[src/rtl/core_pkg.sv]
// Shared definitions for the multi-cycle RV32I sequencer: FSM states, trap
// causes, opcode constants and the legal-opcode check used in DECODE.
package core_pkg;

  typedef enum logic [2:0] {
    ST_FETCH   = 3'd0,
    ST_DECODE  = 3'd1,
    ST_EXECUTE = 3'd2,
    ST_MEM     = 3'd3,
    ST_WB      = 3'd4,
    ST_TRAP    = 3'd5
  } state_t;

  typedef enum logic [1:0] {
    CAUSE_NONE     = 2'b00,
    CAUSE_ILLEGAL  = 2'b01,
    CAUSE_MISALIGN = 2'b10,
    CAUSE_TIMEOUT  = 2'b11
  } trap_cause_t;

  localparam logic [6:0] OPC_LOAD   = 7'b0000011;
  localparam logic [6:0] OPC_STORE  = 7'b0100011;
  localparam logic [6:0] OPC_LUI    = 7'b0110111;
  localparam logic [6:0] OPC_AUIPC  = 7'b0010111;
  localparam logic [6:0] OPC_OP     = 7'b0110011;
  localparam logic [6:0] OPC_OP_IMM = 7'b0010011;
  localparam logic [6:0] OPC_BRANCH = 7'b1100011;
  localparam logic [6:0] OPC_JAL    = 7'b1101111;
  localparam logic [6:0] OPC_JALR   = 7'b1100111;

  localparam logic [1:0] MEMTOREG_LD = 2'b11;

  function automatic logic is_legal_opcode(input logic [6:0] op);
    logic legal;
    case (op)
      OPC_LOAD, OPC_STORE, OPC_LUI, OPC_AUIPC, OPC_OP,
      OPC_OP_IMM, OPC_BRANCH, OPC_JAL, OPC_JALR: legal = 1'b1;
      default:                                   legal = 1'b0;
    endcase
    return legal;
  endfunction

endpackage

[src/rtl/core_seq_ctrl_if.sv]
// Shared memory port between the sequencer (master) and memory (slave).
// Handshake: master raises mem_req with mem_we/mem_addr stable and holds them
// until mem_ack; mem_ack is a 1-cycle pulse, ignored while mem_req is low.
interface core_seq_ctrl_if;
  logic        mem_req;
  logic        mem_we;
  logic [31:0] mem_addr;
  logic        mem_ack;

  modport master (output mem_req, output mem_we, output mem_addr, input mem_ack);
  modport slave  (input mem_req, input mem_we, input mem_addr, output mem_ack);
endinterface

[src/rtl/core_next_pc.sv]
// Combinational next-PC selection for the WB stage plus the misalignment flag
// (bit 1 set means the target is not word aligned).
module core_next_pc (
  input  logic [31:0] pc,
  input  logic [31:0] imm,
  input  logic [31:0] alu_result,
  input  logic        jal,
  input  logic        jalr,
  input  logic        branch,
  input  logic        br_taken,
  output logic [31:0] next_pc,
  output logic        misalign
);

  always_comb begin
    next_pc = pc + 32'd4;
    if (jalr) begin
      next_pc = {alu_result[31:1], 1'b0};
    end else if (jal || (branch && br_taken)) begin
      next_pc = pc + imm;
    end
    misalign = next_pc[1];
  end

endmodule

[src/rtl/core_seq_ctrl.sv]
// Multi-cycle FETCH/DECODE/EXECUTE/MEM/WB sequencer owning the PC and the
// shared memory port; raises a sticky trap on illegal opcode, misalignment or timeout.
module core_seq_ctrl
  import core_pkg::*;
#(
  parameter logic [31:0] RESET_PC = 32'h0000_0000,
  parameter int          TIMEOUT  = 255
) (
  input  logic                   clk,
  input  logic                   rst,
  core_seq_ctrl_if.master        mem,
  output logic                   ir_load,
  output logic                   mdr_load,
  input  logic [6:0]             dec_opcode,
  input  logic                   dec_regw,
  input  logic                   dec_memw,
  input  logic [1:0]             dec_memtoreg,
  input  logic                   dec_jal,
  input  logic                   dec_jalr,
  input  logic                   dec_branch,
  input  logic                   br_taken,
  input  logic [31:0]            alu_result,
  input  logic [31:0]            imm,
  output logic                   rf_we,
  output logic [31:0]            pc,
  output logic                   retire,
  output logic                   trap,
  output logic [1:0]             trap_cause,
  output state_t                 state_dbg
);

  localparam logic [7:0] WAIT_LAST = 8'(TIMEOUT - 1);

  state_t      state, state_next;
  logic [31:0] pc_q;
  logic [7:0]  wait_cnt;
  logic [31:0] next_pc_q;
  logic        misalign_q;
  logic        trap_q;
  trap_cause_t cause_q;

  logic [31:0] next_pc_c;
  logic        misalign_c;

  logic        req_c, we_c, ir_load_c, mdr_load_c, rf_we_c, retire_c, trap_set_c;
  logic [31:0] addr_c;
  trap_cause_t cause_next_c;

  core_next_pc u_next_pc (
    .pc         (pc_q),
    .imm        (imm),
    .alu_result (alu_result),
    .jal        (dec_jal),
    .jalr       (dec_jalr),
    .branch     (dec_branch),
    .br_taken   (br_taken),
    .next_pc    (next_pc_c),
    .misalign   (misalign_c)
  );

  // Outputs are gated by rst so nothing is requested while reset is held.
  always_comb begin
    state_next   = state;
    req_c        = 1'b0;
    we_c         = 1'b0;
    addr_c       = pc_q;
    ir_load_c    = 1'b0;
    mdr_load_c   = 1'b0;
    rf_we_c      = 1'b0;
    retire_c     = 1'b0;
    trap_set_c   = 1'b0;
    cause_next_c = CAUSE_NONE;
    if (!rst) begin
      case (state)
        ST_FETCH: begin
          req_c  = 1'b1;
          addr_c = pc_q;
          if (mem.mem_ack) begin
            ir_load_c  = 1'b1;
            state_next = ST_DECODE;
          end else if (wait_cnt == WAIT_LAST) begin
            trap_set_c   = 1'b1;
            cause_next_c = CAUSE_TIMEOUT;
          end
        end
        ST_DECODE: begin
          if (is_legal_opcode(dec_opcode)) begin
            state_next = ST_EXECUTE;
          end else begin
            trap_set_c   = 1'b1;
            cause_next_c = CAUSE_ILLEGAL;
          end
        end
        ST_EXECUTE: begin
          if ((dec_memtoreg == MEMTOREG_LD) || dec_memw) state_next = ST_MEM;
          else                                             state_next = ST_WB;
        end
        ST_MEM: begin
          req_c  = 1'b1;
          we_c   = dec_memw;
          addr_c = alu_result;
          if (mem.mem_ack) begin
            mdr_load_c = (dec_memtoreg == MEMTOREG_LD);
            state_next = ST_WB;
          end else if (wait_cnt == WAIT_LAST) begin
            trap_set_c   = 1'b1;
            cause_next_c = CAUSE_TIMEOUT;
          end
        end
        ST_WB: begin
          if (misalign_q) begin
            trap_set_c   = 1'b1;
            cause_next_c = CAUSE_MISALIGN;
          end else begin
            rf_we_c    = dec_regw;
            retire_c   = 1'b1;
            state_next = ST_FETCH;
          end
        end
        ST_TRAP: begin
          state_next = ST_TRAP;
        end
        default: begin
          state_next = ST_TRAP;
        end
      endcase
      if (trap_set_c) state_next = ST_TRAP;
    end
  end

  always_ff @(posedge clk or posedge rst) begin
    if (rst) begin
      state      <= ST_FETCH;
      pc_q       <= RESET_PC;
      wait_cnt   <= 8'd0;
      next_pc_q  <= RESET_PC;
      misalign_q <= 1'b0;
      trap_q     <= 1'b0;
      cause_q    <= CAUSE_NONE;
    end else begin
      state <= state_next;
      // FETCH and MEM are never adjacent, so clearing on any ack or idle cycle
      // restarts the count on every entry into a memory state.
      if (req_c && !mem.mem_ack) wait_cnt <= wait_cnt + 8'd1;
      else                       wait_cnt <= 8'd0;
      if (state == ST_EXECUTE) begin
        next_pc_q  <= next_pc_c;
        misalign_q <= misalign_c;
      end
      if (retire_c) pc_q <= next_pc_q;
      if (trap_set_c) begin
        trap_q  <= 1'b1;
        cause_q <= cause_next_c;
      end
    end
  end

  assign mem.mem_req  = req_c;
  assign mem.mem_we   = we_c;
  assign mem.mem_addr = addr_c;
  assign ir_load      = ir_load_c;
  assign mdr_load     = mdr_load_c;
  assign rf_we        = rf_we_c;
  assign retire       = retire_c;
  assign pc           = pc_q;
  assign trap         = trap_q;
  assign trap_cause   = cause_q;
  assign state_dbg    = state;

endmodule

[src/flat_wrapper.sv]
// flat-port wrapper written by rule: the top's interface ports become plain ports
module core_seq_ctrl_flat import core_pkg::*;
#(
  parameter logic [31:0] RESET_PC = 32'h0000_0000,
  parameter int          TIMEOUT  = 255
)
  (clk, rst, ir_load, mdr_load, dec_opcode, dec_regw, dec_memw, dec_memtoreg, dec_jal, dec_jalr, dec_branch, br_taken, alu_result, imm, rf_we, pc, retire, trap, trap_cause, state_dbg, mem_mem_req, mem_mem_we, mem_mem_addr, mem_mem_ack);
  core_seq_ctrl_if mem_i ();
  input  logic clk;
  input  logic rst;
  output logic ir_load;
  output logic mdr_load;
  input  logic [6:0] dec_opcode;
  input  logic dec_regw;
  input  logic dec_memw;
  input  logic [1:0] dec_memtoreg;
  input  logic dec_jal;
  input  logic dec_jalr;
  input  logic dec_branch;
  input  logic br_taken;
  input  logic [31:0] alu_result;
  input  logic [31:0] imm;
  output logic rf_we;
  output logic [31:0] pc;
  output logic retire;
  output logic trap;
  output logic [1:0] trap_cause;
  output state_t state_dbg;
  output wire logic [$bits(mem_i.mem_req)-1:0] mem_mem_req;
  output wire logic [$bits(mem_i.mem_we)-1:0] mem_mem_we;
  output wire logic [$bits(mem_i.mem_addr)-1:0] mem_mem_addr;
  input wire logic [$bits(mem_i.mem_ack)-1:0] mem_mem_ack;
  assign mem_mem_req = mem_i.mem_req;
  assign mem_mem_we = mem_i.mem_we;
  assign mem_mem_addr = mem_i.mem_addr;
  assign mem_i.mem_ack = mem_mem_ack;
  core_seq_ctrl #(.RESET_PC(RESET_PC), .TIMEOUT(TIMEOUT)) u_core (.clk(clk), .rst(rst), .mem(mem_i), .ir_load(ir_load), .mdr_load(mdr_load), .dec_opcode(dec_opcode), .dec_regw(dec_regw), .dec_memw(dec_memw), .dec_memtoreg(dec_memtoreg), .dec_jal(dec_jal), .dec_jalr(dec_jalr), .dec_branch(dec_branch), .br_taken(br_taken), .alu_result(alu_result), .imm(imm), .rf_we(rf_we), .pc(pc), .retire(retire), .trap(trap), .trap_cause(trap_cause), .state_dbg(state_dbg));
endmodule
[config.mk]
export PLATFORM = sky130hd
export DESIGN_NAME = core_seq_ctrl_flat
export DESIGN_NICKNAME = d
export VERILOG_FILES = /design/src/rtl/core_pkg.sv /design/src/rtl/core_seq_ctrl_if.sv /design/src/rtl/core_next_pc.sv /design/src/rtl/core_seq_ctrl.sv /design/src/flat_wrapper.sv
export SDC_FILE = /design/constraint.sdc
export NUM_CORES = 1
export LEC_CHECK = 0
export CAP_MARGIN = 30
export CORE_ASPECT_RATIO = 0.75
export CORE_UTILIZATION = 40
export CTS_BUF_LIST = sky130_fd_sc_hd__clkbuf_4
export DETAILED_ROUTE_END_ITERATION = 16
export PLACE_DENSITY = 0.67
export SKIP_LAST_GASP = 1
export SLEW_MARGIN = 20
export SYNTH_ARGS = -nofsm -noshare
export SYNTH_HDL_FRONTEND = slang
export SYNTH_SLANG_ARGS = --single-unit
[constraint.sdc]
create_clock -name clk -period 4.76 [get_ports clk]
set_input_delay 0.714 -clock clk [delete_from_list [all_inputs] [get_ports clk]]
set_output_delay 0.714 -clock clk [all_outputs]
set_load 0.05 [all_outputs]
# Word-level counts from Yosys, hierarchy flattened
# Cells that the tools add are included.
[totals]
out_inout_bits = 76
rom_bits = 0
ram_bits = 0
latchBits = 0
input_bits = 82
word_cells = 83
ff_bits = 79
mem_count = 0
[op_classes]
multipliers = 0
shifts = 0
n_bitwise = 1
magnitude_cmp = 0
n_addsub = 3
muxes = 44
n_reduce_logical = 9
n_div = 0
n_eq_ne = 19
[ops]
columns = ["op", "n"]
rows = [
  ["32-bit 2-to-1 mux", 4],
  ["32-bit by 3-bit adder with 32-bit output, second input constant", 1],
  ["32-bit adder", 1],
  ["1-bit 2-to-1 mux", 26],
  ["7-bit by 6-bit == test with 1-bit output, second input constant", 3],
  ["7-bit == test, second input constant", 3],
  ["3-bit 2-to-1 mux", 6],
  ["3-bit one-hot mux with 5 select lines", 1],
  ["7-bit by 5-bit == test with 1-bit output, second input constant", 2],
  ["9-bit OR reduction", 1],
  ["8-bit by 1-bit adder with 8-bit output, second input constant", 1],
  ["8-bit == test, second input constant", 1],
  ["2-bit 2-to-1 mux", 4],
  ["8-bit 2-to-1 mux", 1],
  ["7-bit by 2-bit == test with 1-bit output, second input constant", 1],
  ["3-bit by 2-bit == test with 1-bit output, second input constant", 2],
  ["3-bit by 2-bit inequality test with 1-bit output, second input constant", 2],
  ["2-bit one-hot mux with 3 select lines", 1],
  ["5-bit AND reduction", 1],
  ["3-bit by 1-bit == test with 1-bit output, second input constant", 1],
  ["3-bit == test, second input constant", 1],
  ["3-bit logical NOT", 1],
  ["3-bit by 1-bit inequality test with 1-bit output, second input constant", 1],
  ["3-bit inequality test, second input constant", 1],
  ["other kinds (7)", 9],
]

# Logic depth before layout (Yosys ltp)
[depth]
depth_word = 10
depth_mapped = 12
depth_no_buf = 12

# Hierarchy
# A second synthesis with hierarchy kept.
[hier_totals]
hier_cells = 722
area_unflattened_um2 = 6744.0
[modules_own_cells]
columns = ["module", "area_each_um2", "cells_each", "seq_area_each_um2", "instances"]
rows = [
  ["core_seq_ctrl", 3728.6, 270, 1976.9, 1],
  ["core_next_pc", 3015.4, 452, 0.0, 1],
]

# Worst setup path after synthesis
# Ideal clock, no wire load.
[synth_path]
path_kind = "flip-flop to output port"
from = "reg u_core.state[2], in the netlist u_core.state_dbg[2]"
to = "out mem_mem_addr[1]"
path_buffers = 2
required_ns = 4.046
setup_slack_ns = 1.562
path_stages_with_launch = 6
arrival_time_ns = 2.484
cell_sequence = "dfrtp_1 > clkbuf_1 > nor2_1 > and3_1 > clkbuf_1 > o21ai_0"
[synth_between]
elab_chain_len = 3
[synth_rtl]
columns = ["item", "line", "rtl"]
rows = [
  ["start: declaration", "core_seq_ctrl.sv:34", "state_t state, state_next;"],
  ["start signal: assignment", "core_seq_ctrl.sv:141", "state <= state_next;"],
  ["3-bit by 2-bit == test with 1-bit output", "core_seq_ctrl.sv:74", "case (state)"],
  ["32-bit 2-to-1 mux", "core_seq_ctrl.sv:74", ""],
  ["32-bit 2-to-1 mux", "core_seq_ctrl.sv:73", "if (!rst) begin"],
  ["end: declaration", "flat_wrapper.sv:31", "output wire logic [$bits(mem_i.mem_addr)-1:0] mem_mem_addr;"],
]
# Every way passes these cells.

# Final worst setup path
[layout_path]
from = "in rst"
to = "out mem_mem_addr[31]"
[layout_between]
elab_chain_len = 1
[layout_rtl]
columns = ["item", "line", "rtl"]
rows = [
  ["start: declaration", "flat_wrapper.sv:10", "input logic rst;"],
  ["32-bit 2-to-1 mux", "core_seq_ctrl.sv:73", ""],
]
# Every way passes these cells.

==> qor.csv <==
stage,metric,value,unit
run_status,status,completed,
global_route,largest net degree at the start of global routing,46,
critical_path,WP data arrival,3.11,ns
global_route,GR Util met2,0.380,
power,LEAKAGE,3.53,nW
synthesis,Syn. warnings,0,
floorplanning,die width,146,µm
clock_network,CTS tree,yes,
sta,RSZ-0062 raised after global routing,false,
place,Final HPWL DP,14.1,mm
critical_path,critical path type,primary input to output port,
hold_path,HP Start,u_core.next_pc_q[3],
critical_path,crit start category,primary input,
synthesis,largest cells by area after synthesis,"dfrtp_1, nand2_1, ha_1, mux2_2, a21oi_1",
sta,FMAX,262,MHz
sta,Setup-failing EPs final,0,
global_route,first-pass GRT wire length,31.3,mm
clock_network,Num CTS Buffers,9,
synthesis,ys async rst share,1.00,
clock_network,postcts setup bufs,0,
hold_path,Hold EP,u_core.pc[3],
global_route,vias in the first global route,5945,
floorplanning,Initial Utilization,0.409,
detailed_routing,DR vias,6250,
critical_path,R2R cell count,12,
detailed_routing,Iter 0 DRT Violations,491,
floorplanning,Die H,110,µm
synthesis,synthesized flop and latch total,78,
job,# Max-Cap Violations,0,
critical_path,Worst Path Max Fanout,25,
global_route,Overall Global Routing Usage,0.251,
floorplanning,Ports,158,
clock_network,"Clk pin slew, worst setup/hold paths",0.13,ns
synthesis,sequential share of the synthesized area,0.314,
floorplanning,die area,16000,µm²
detailed_routing,ANT nets after route,0,
place,PortBufs,157,
synthesis,post-synth top area share,0.314,
hold_path,cell count of the worst hold path,2,
cells_and_area,design area,8130,µm²
critical_path,WP data required,4.05,ns
synthesis,Yosys cell types,62,
place,"Cell Area, Placed",8010,µm²
cells_and_area,multi-input logic area,4060,µm²
clock_network,Clock Latency Late Sink,0.47,ns
synthesis,Post-Synthesis Cells,776,
cells_and_area,fill count,1505,
critical_path,R2R Path End,u_core.next_pc_q[30],
clock_network,Clock Tree Buf Depth,2,
global_route,busiest metal layer after global routing,met2,
synthesis,Syn Nets,893,
sta,post-route minimum period,3.82,ns
synthesis,Synth Flop Type,dfrtp_1,
cells_and_area,Area growth syn-to-layout,30.9,%
power,Max VDD drop,0.000406,V
cells_and_area,Ant. Diodes,0,
global_route,antenna violations before repair,0,
synthesis,dominant cell type by area after synthesis,dfrtp_1,
detailed_routing,routed wire length per instance,17.0,µm
cells_and_area,NumNets Final,1038,
sta,Max Slew Vio Count,0,
place,RePlAce Congestion,0.908,
power,power per cell area,680,nW/µm²
sta,Slew @ Worst Pin,0.960,ns
detailed_routing,drt first pass iters,5,
sta,Min Hold Slack,0.480,ns
global_route,GR Util met1,0.366,
critical_path,Critical R2R Launch,u_core.pc[0],
sta,Max-slew headroom,0.360,
sta,crit share post-route,0.803,
cells_and_area,fraction of layout cells with a size suffix above 1,0.0789,
global_route,M3 GR Usage,0.0556,
floorplanning,Cell Rows,39,
clock_network,clk sink count,78,
detailed_routing,Vias/cell,5.53,
floorplanning,core area,15200,µm²
clock_network,cts hold-fix bufs,0,
clock_network,H-tree depth,3,
synthesis,Avg Inst Size Synth,8.00,µm²
critical_path,Setup crit end kind,output port,
global_route,global route overflow,0,
sta,Max Clock Skew,0.0265,ns
detailed_routing,# DRC,0,
clock_network,cts repair resizes,0,
clock_network,Root Driver,clkbuf_4,
synthesis,Post-synth EDFFs,0,
hold_path,Hold Path Class,flip-flop to flip-flop,
cells_and_area,Reg area,1950,µm²
synthesis,mapped cell area,6210,µm²
sta,Fin Setup TNS,0,ns
sta,Fin. Hold Viols,0,
detailed_routing,Routed WL,19.2,mm
critical_path,"reg-to-reg slack, setup",1.60,ns
## Yosys cell counts (3+ instances only)
library cell and instances:
a31oi_1 9, nand4_1 5, ha_1 34, and3_1 11
nor2_1 56, and4_1 5, nand3_1 33, a211oi_1 16
nor2b_1 5, xnor2_1 29, nand2b_1 9, o211ai_1 9
nand2_1 154, a221oi_1 3, or3_1 4, buf_1 6
dfrtp_1 78, clkbuf_1 25, and2_1 7, o21bai_1 4
o21ai_1 5, a21o_1 18, mux2_2 30, o21a_1 5
a21oi_1 62, inv_1 19, mux2i_1 5, xor2_1 24
o21ai_0 49, nor3_1 13
## through the flow
stage	utilization	instances	worst slack [ns]	power (mW)
floorplan	-	776	1.56	3.97
global placement	0.526	1114	0.970	5.07
detailed placement	0.528	1115	0.896	5.10
CTS	0.536	1130	0.928	5.52
global route	0.536	1130	0.805	5.92
finish	0.536	1130	0.938	5.53
## final cells by class
| cell class | count | area share |
|---|---|---|
| multi-input combinational | 644 | 0.499 |
| tap | 205 | 0.0316 |
| timing repair buffer | 168 | 0.205 |
| inverter | 20 | 0.00924 |
| clock buffer | 9 | 0.00831 |
| clock inverter | 6 | 0.00662 |
| sequential | 78 | 0.240 |
## power breakdown
group | total, mW | switching (mW) | internal, mW
Combinational | 3.78 | 2.33 | 1.44
Clock | 0.403 | 0.252 | 0.151
Sequential | 1.34 | 0.401 | 0.944
## cells in the final DEF (no fill, tap or decap), types with 7 or more instances in the layout
cell / count
nand3_1: 33
xnor2_1: 29
xor2_1: 24
a211oi_1: 16
nor2_1: 56
o21ai_0: 49
clkdlybuf4s50_1: 154
a21o_1: 18
dfrtp_1: 78
nand2_1: 154
and3_1: 10
clkbuf_4: 9
mux2_2: 30
nor3_1: 13
and2_1: 7
a21oi_1: 61
nand2b_1: 9
o211ai_1: 9
buf_4: 11
inv_1: 18
a31oi_1: 9
ha_1: 34
## registers in the layout, indices dropped and copies added, names as in the netlist
signal             cells
u_core.next_pc_q      32
u_core.pc             32
u_core.wait_cnt        8
u_core.state_dbg       3
u_core.trap_cause      2
u_core.trap            1
## kinds of logic (layout without fill, tap and decap cells)
family	Yosys count	in the layout	synth area share
compound gates	205	205	0.209
xor+xnor	53	53	0.0747
fa+ha+maj	35	35	0.0717
buf+inv	54	203	0.0336
flops	78	78	0.314
mux	35	35	0.0624
simple gates	316	316	0.234
## layer usage
layer,up-vias,wire (µm)
li1,3049,-
met1,2963,9610
met2,229,8020
met3,9,1480
met4,0,106
met5,-,0
## worst max-delay path, stage by stage
cell	delay [ns]
clkdlybuf4s50_1	0.53
nor2_1	0.15
and3_2	0.40
buf_12	0.24
mux2_2	0.36
clkdlybuf4s50_1	0.70
## worst max-delay path by stage
stage,start,end,slack [ns],cells after the start
2_1_floorplan,u_core.state_dbg[2],mem_mem_addr[1],1.56,5
3_3_place_gp,rst,mem_mem_addr[31],0.97,6
3_5_place_dp,imm[0],u_core.next_pc_q[22],0.90,12
4_1_cts,rst,mem_mem_addr[14],0.93,6
5_1_grt,rst,mem_mem_addr[14],0.80,6
6_report,rst,mem_mem_addr[31],0.94,6
Note: power is estimated with default switching activity, not from simulation.
==> RTL change 1, RTL diff (config.mk and constraints unchanged) <==
Make the reset (`rst`) synchronous in one clocked block.
--- a/src/rtl/core_seq_ctrl.sv
+++ b/src/rtl/core_seq_ctrl.sv
@@ -128,7 +128,7 @@
     end
   end
 
-  always_ff @(posedge clk or posedge rst) begin
+  always_ff @(posedge clk) begin
     if (rst) begin
       state      <= ST_FETCH;
       pc_q       <= RESET_PC;
Behaviour: differs if rst is asserted again (counterexample within 4 cycles, from zero or initial values and one cycle with rst high); with rst held inactive, the same outputs for 4 cycles.
==> RTL change 1 against the unedited design <==
- setup slack improved by 57 ps
- area after synthesis rose by 0.26%
- fmax rose by 1.5%
- routed wire length fell by 4.8%
- sequential cell count did not move
- non-clock buffer count fell by 3
- critical path type is now reg -> out
- count of clock-buffer cells in the layout rose by 1
- highest routed layer unchanged
- final area fell by 1.5%
Power is left out: it rests on default switching activity, and per cell area and clock period it moved more than threefold.
==> RTL change 1: results (changes against the unedited design) <==
- Fraction of final layout cells sized beyond drive strength 1: 0.0892 (was 0.0789)
- CP arrival: 3050 ps (was 3110 ps)
- M1 wire length: 9.44 mm (was 9.61 mm)
- Hold Path Sink: u_core.next_pc_q[5]$_SDFFE_PP0N_ (was u_core.pc[3]$_DFFE_PP0P_)
- Fillcell total: 1,497 (was 1,505)
- Global-route wire length before repair: 29.2 mm (was 31.3 mm)
- Worst skew pair latency: 450 ps (was 470 ps)
- Met3 wire length: 1.15 mm (was 1.48 mm)
- Critical path startpoint: u_core.state_dbg[2]$_SDFFE_PP0P_ (was rst)
- Top cells by area, synth: dfxtp_1, nand2_1, ha_1, mux2_2, a21oi_1 (was dfrtp_1, nand2_1, ha_1, mux2_2, a21oi_1)
- Outcome: finished clean (unchanged)
- Seq/Total Area, Yosys: 0.251 (was 0.314)
- Ys Warns: 0 (unchanged)
- GRT Util Overall: 0.229 (was 0.251)
- Final non-filler cell total: 1,147 (was 1,130)
- Multi-input logic area: 0.00439 sq mm (was 0.00406 sq mm)
- Placed cells: 1,130 (was 1,115)
- Register-to-register setup slack: 1720 ps (was 1600 ps)
- Largest net degree at the start of global routing: 76 (was 46)
- M3 GR Usage: 0.0403 (was 0.0556)
- M1 GR Usage: 0.335 (was 0.366)
- RR Startpoint: u_core.pc[0]$_SDFFE_PP0P_ (was u_core.pc[0]$_DFFE_PP0P_)
- R2R cell count: 11 (was 12)
- Vias in the first global route: 5,497 (was 5,945)
- Routed via count: 6,138 (was 6,250)
- Critical path class: reg -> out (was in -> out)
- Commonest cells post-synth: nand2_1, dfxtp_1, a21oi_1, o21ai_0, nor2_1 (was nand2_1, dfrtp_1, a21oi_1, nor2_1, o21ai_0)
- GR Util met2: 0.347 (was 0.380)
- Reg-to-Reg End: u_core.next_pc_q[24]$_SDFFE_PP0N_ (was u_core.next_pc_q[30]$_DFFE_PP0P_)
- Critical Path Sink: mem_mem_addr[18] (was mem_mem_addr[31])
- Syn_area_per_cell: 7.70 sq um (was 8.00 sq um)
- Worst slew margin: 0.333 (was 0.360)
- Worst hold start: u_core.next_pc_q[5]$_SDFFE_PP0N_ (was u_core.next_pc_q[3]$_DFFE_PP0P_)
- Asr flop ratio synth: 0 (was 1.00)
- Detailed Route Iter0 Violations: 348 (was 491)
- Dpl hpwl: 13.4 mm (was 14.1 mm)
- Layout Skew: 13.9 ps (was 26.5 ps)
- Hold Path Class: reg -> reg (unchanged)
- Crit path max fanout: 29 (was 25)
- Place WS: 927 ps (was 896 ps)
- Smallest hold slack: 463 ps (was 480 ps)
- Syn Nets: 926 (was 893)
- Period utilization: 0.791 (was 0.803)
- Total Wirelength: 18.3 mm (was 19.2 mm)
- Met2 Wirelength: 7.55 mm (was 8.02 mm)
- Gpl congestion: 0.880 (was 0.908)
- Drt pass-1 iters: 4 (was 5)
- Post-synth cell types: 74 (was 62)
## RTL change 1: cell count changes after synthesis, sizes merged, moves of 4 or more
cell / before / now
xor2: 24 / 28
clkbuf: 25 / 37
a211oi: 18 / 14
nand2: 154 / 115
and2: 7 / 3
a21o: 18 / 11
or3: 4 / 8
and3: 11 / 16
dfxtp: 0 / 78
o211ai: 9 / 27
inv: 19 / 9
o21ai: 55 / 66
nand2b: 10 / 36
dfrtp: 78 / 0
## RTL change 1: layout make-up
cell class / count / share of cell area
Clock buffer: 10 / 0.00937
Clock inverter: 6 / 0.00765
Inverter: 9 / 0.00422
Multi-Input combinational cell: 674 / 0.548
Sequential cell: 78 / 0.195
Tap cell: 205 / 0.0320
Timing Repair Buffer: 165 / 0.204
## RTL change 1: cells by family after synthesis
logic type      Yosys count  synth area share
buf+inv                  57            0.0472
compound gates          225             0.230
fa+ha+maj                35            0.0715
xor+xnor                 59            0.0830
flops                    78             0.251
simple gates            320             0.255
mux                      35            0.0627
==> RTL change 2, RTL diff (config.mk and constraints unchanged) <==
Without the edit above. `TIMEOUT` is set to 255 in 2 places; all go to 128.
--- a/src/rtl/core_seq_ctrl.sv
+++ b/src/rtl/core_seq_ctrl.sv
@@ -4,7 +4,7 @@
   import core_pkg::*;
 #(
   parameter logic [31:0] RESET_PC = 32'h0000_0000,
-  parameter int          TIMEOUT  = 255
+  parameter int          TIMEOUT  = 128
 ) (
   input  logic                   clk,
   input  logic                   rst,
--- a/src/flat_wrapper.sv
+++ b/src/flat_wrapper.sv
@@ -2,7 +2,7 @@
 module core_seq_ctrl_flat import core_pkg::*;
 #(
   parameter logic [31:0] RESET_PC = 32'h0000_0000,
-  parameter int          TIMEOUT  = 255
+  parameter int          TIMEOUT  = 128
 )
   (clk, rst, ir_load, mdr_load, dec_opcode, dec_regw, dec_memw, dec_memtoreg, dec_jal, dec_jalr, dec_branch, br_taken, alu_result, imm, rf_we, pc, retire, trap, trap_cause, state_dbg, mem_mem_req, mem_mem_we, mem_mem_addr, mem_mem_ack);
   core_seq_ctrl_if mem_i ();
Formal check against the unedited RTL: same outputs for any inputs over 4 cycles, from zero or initial values and one cycle with rst high; that may be too few to reach the edited logic, so the function may still have changed.
==> RTL change 2 against the unedited design <==
- power is 4.7% lower
- setup slack worse by 260 ps
- final area shrank 1.4%
- area after synthesis is 1.9% lower
- via count fell by 3.2%
- count of clock-buffer cells in the layout is the same
- global-route usage fell by 1.4 points
- routed wire length down 4.3%
- sequential cell count unchanged
- critical endpoint is now mem_mem_addr[3]
- largest cell class unchanged
==> RTL change 2: results (changes against the unedited design) <==
- Final net count: 1,022 (was 1,038)
- Crit path max fanout: 21 (was 25)
- Largest net degree at the start of global routing: 51 (was 46)
- CP delay by family, top: buffers and inverters (unchanged)
- Post-synth cell types: 60 (was 62)
- GRT Util Overall: 0.237 (was 0.251)
- Fraction of final layout cells sized beyond drive strength 1: 0.0801 (was 0.0789)
- Top cells by area, synth: dfrtp_1, nand2_1, ha_1, mux2_2, a21oi_1 (unchanged)
- Fillcell total: 1,423 (was 1,505)
- CP arrival: 3370 ps (was 3110 ps)
- Sw frac: 0.537 (was 0.540)
- Peak supply drop: 0.424 mV (was 0.406 mV)
- Global-route wire length before repair: 28.7 mm (was 31.3 mm)
- Total Wirelength: 18.4 mm (was 19.2 mm)
- Seq/Total Area, Yosys: 0.320 (was 0.314)
- Commonest cells post-synth: nand2_1, dfrtp_1, nor2_1, a21oi_1, o21ai_0 (was nand2_1, dfrtp_1, a21oi_1, nor2_1, o21ai_0)
- Gpl congestion: 0.855 (was 0.908)
- Worst skew pair latency: 450 ps (was 470 ps)
- Layout Skew: 10.5 ps (was 26.5 ps)
- Worst slew margin: 0.370 (was 0.360)
- Outcome: finished clean (unchanged)
- Leak Pwr: 0.00350 uW (was 0.00353 uW)
- Register-to-register setup slack: 1460 ps (was 1600 ps)
- Detailed Route Iter0 Violations: 373 (was 491)
- Vias in the first global route: 5,471 (was 5,945)
- Drt via density: 5.44 (was 5.53)
[RTL change 2: cell count changes after synthesis, moves of 5 or more]
cell	change
a21oi_1	-7
and3_1	+8
clkbuf_1	+6
inv_1	-6
nand2_1	-8
nor2_1	+5
o211ai_1	-6
[RTL change 2: stage by stage]
step	setup slack (ps)	hold slack, ps	cells	area (sq um)	power [uW]
3_3_place_gp	737	446	1093	7860	4860
5_1_grt	549	497	1111	8020	5640
4_1_cts	658	476	1109	7980	5280
6_report	679	473	1111	8020	5270
3_5_place_dp	665	449	1093	7860	4890
2_1_floorplan	1580	433	760	6090	3830
[RTL change 2: logic make-up (layout without fill, tap and decap cells)]
group                    Yosys count  in the layout  share of synthesized area
XOR/XNOR                          55             55                     0.0791
AO/OA/AOI/OAI                    193            193                      0.198
AND/OR/NAND/NOR                  315            315                      0.235
multiplexers                      37             37                     0.0669
buffers and inverters             48            199                     0.0296
flip-flops                        78             78                      0.320
adder cells (fa/ha/maj)           34             34                     0.0710
[RTL change 2: cell type report]
class	count	area (sq um)	share of cell area
Clock inverter	7	50.0	0.00624
Sequential cell	78	1950	0.243
Tap cell	200	250	0.0312
Clock buffer	9	67.6	0.00843
Multi-Input combinational cell	634	3970	0.495
Timing Repair Buffer	169	1680	0.209
Inverter	14	53.8	0.00671
[RTL change 2: worst paths after layout]
kind                                            startpoint                                to  cells past startpoint
setup / recovery                                       rst                   mem_mem_addr[3]                      6
hold / removal             u_core.next_pc_q[0]$_DFFE_PP0P_          u_core.pc[0]$_DFFE_PP0P_                      2
setup reg to reg                  u_core.pc[0]$_DFFE_PP0P_  u_core.next_pc_q[26]$_DFFE_PP0P_                     12
hold reg to reg            u_core.next_pc_q[0]$_DFFE_PP0P_          u_core.pc[0]$_DFFE_PP0P_                      2
max in group asynchronous                              rst         u_core.pc[16]$_DFFE_PP0P_                      4
min in group asynchronous                              rst  u_core.trap_cause[0]$_DFFE_PP0P_                      2
[RTL change 2: worst reg2reg max path: stages (launching register included)]
cell	delay, ps
dfrtp_1	470
ha_1	230
inv_1	60
fa_1	400
nor2b_1	190
o211ai_2	130
a211oi_1	380
o31a_1	320
a31o_1	220
and4_4	240
o21ai_0	90
a311oi_1	320
o31ai_1	120
[RTL change 2: power by group through the flow]
stage	clock [uW]	sequential [uW]	combinational (uW)
2_1_floorplan	0	1700	2120
3_3_place_gp	0	1310	3550
3_5_place_dp	0	1310	3580
4_1_cts	386	1300	3590
5_1_grt	405	1360	3880
6_report	371	1300	3590
[RTL change 2: metal layers]
metal / wire [um] / track usage / vias up
met5: 0 / 0 / -
met4: 216 / 0.0549 / 0
met3: 1170 / 0.0386 / 18
met2: 7740 / 0.359 / 183
met1: 9280 / 0.350 / 2835
li1: - / - / 3012
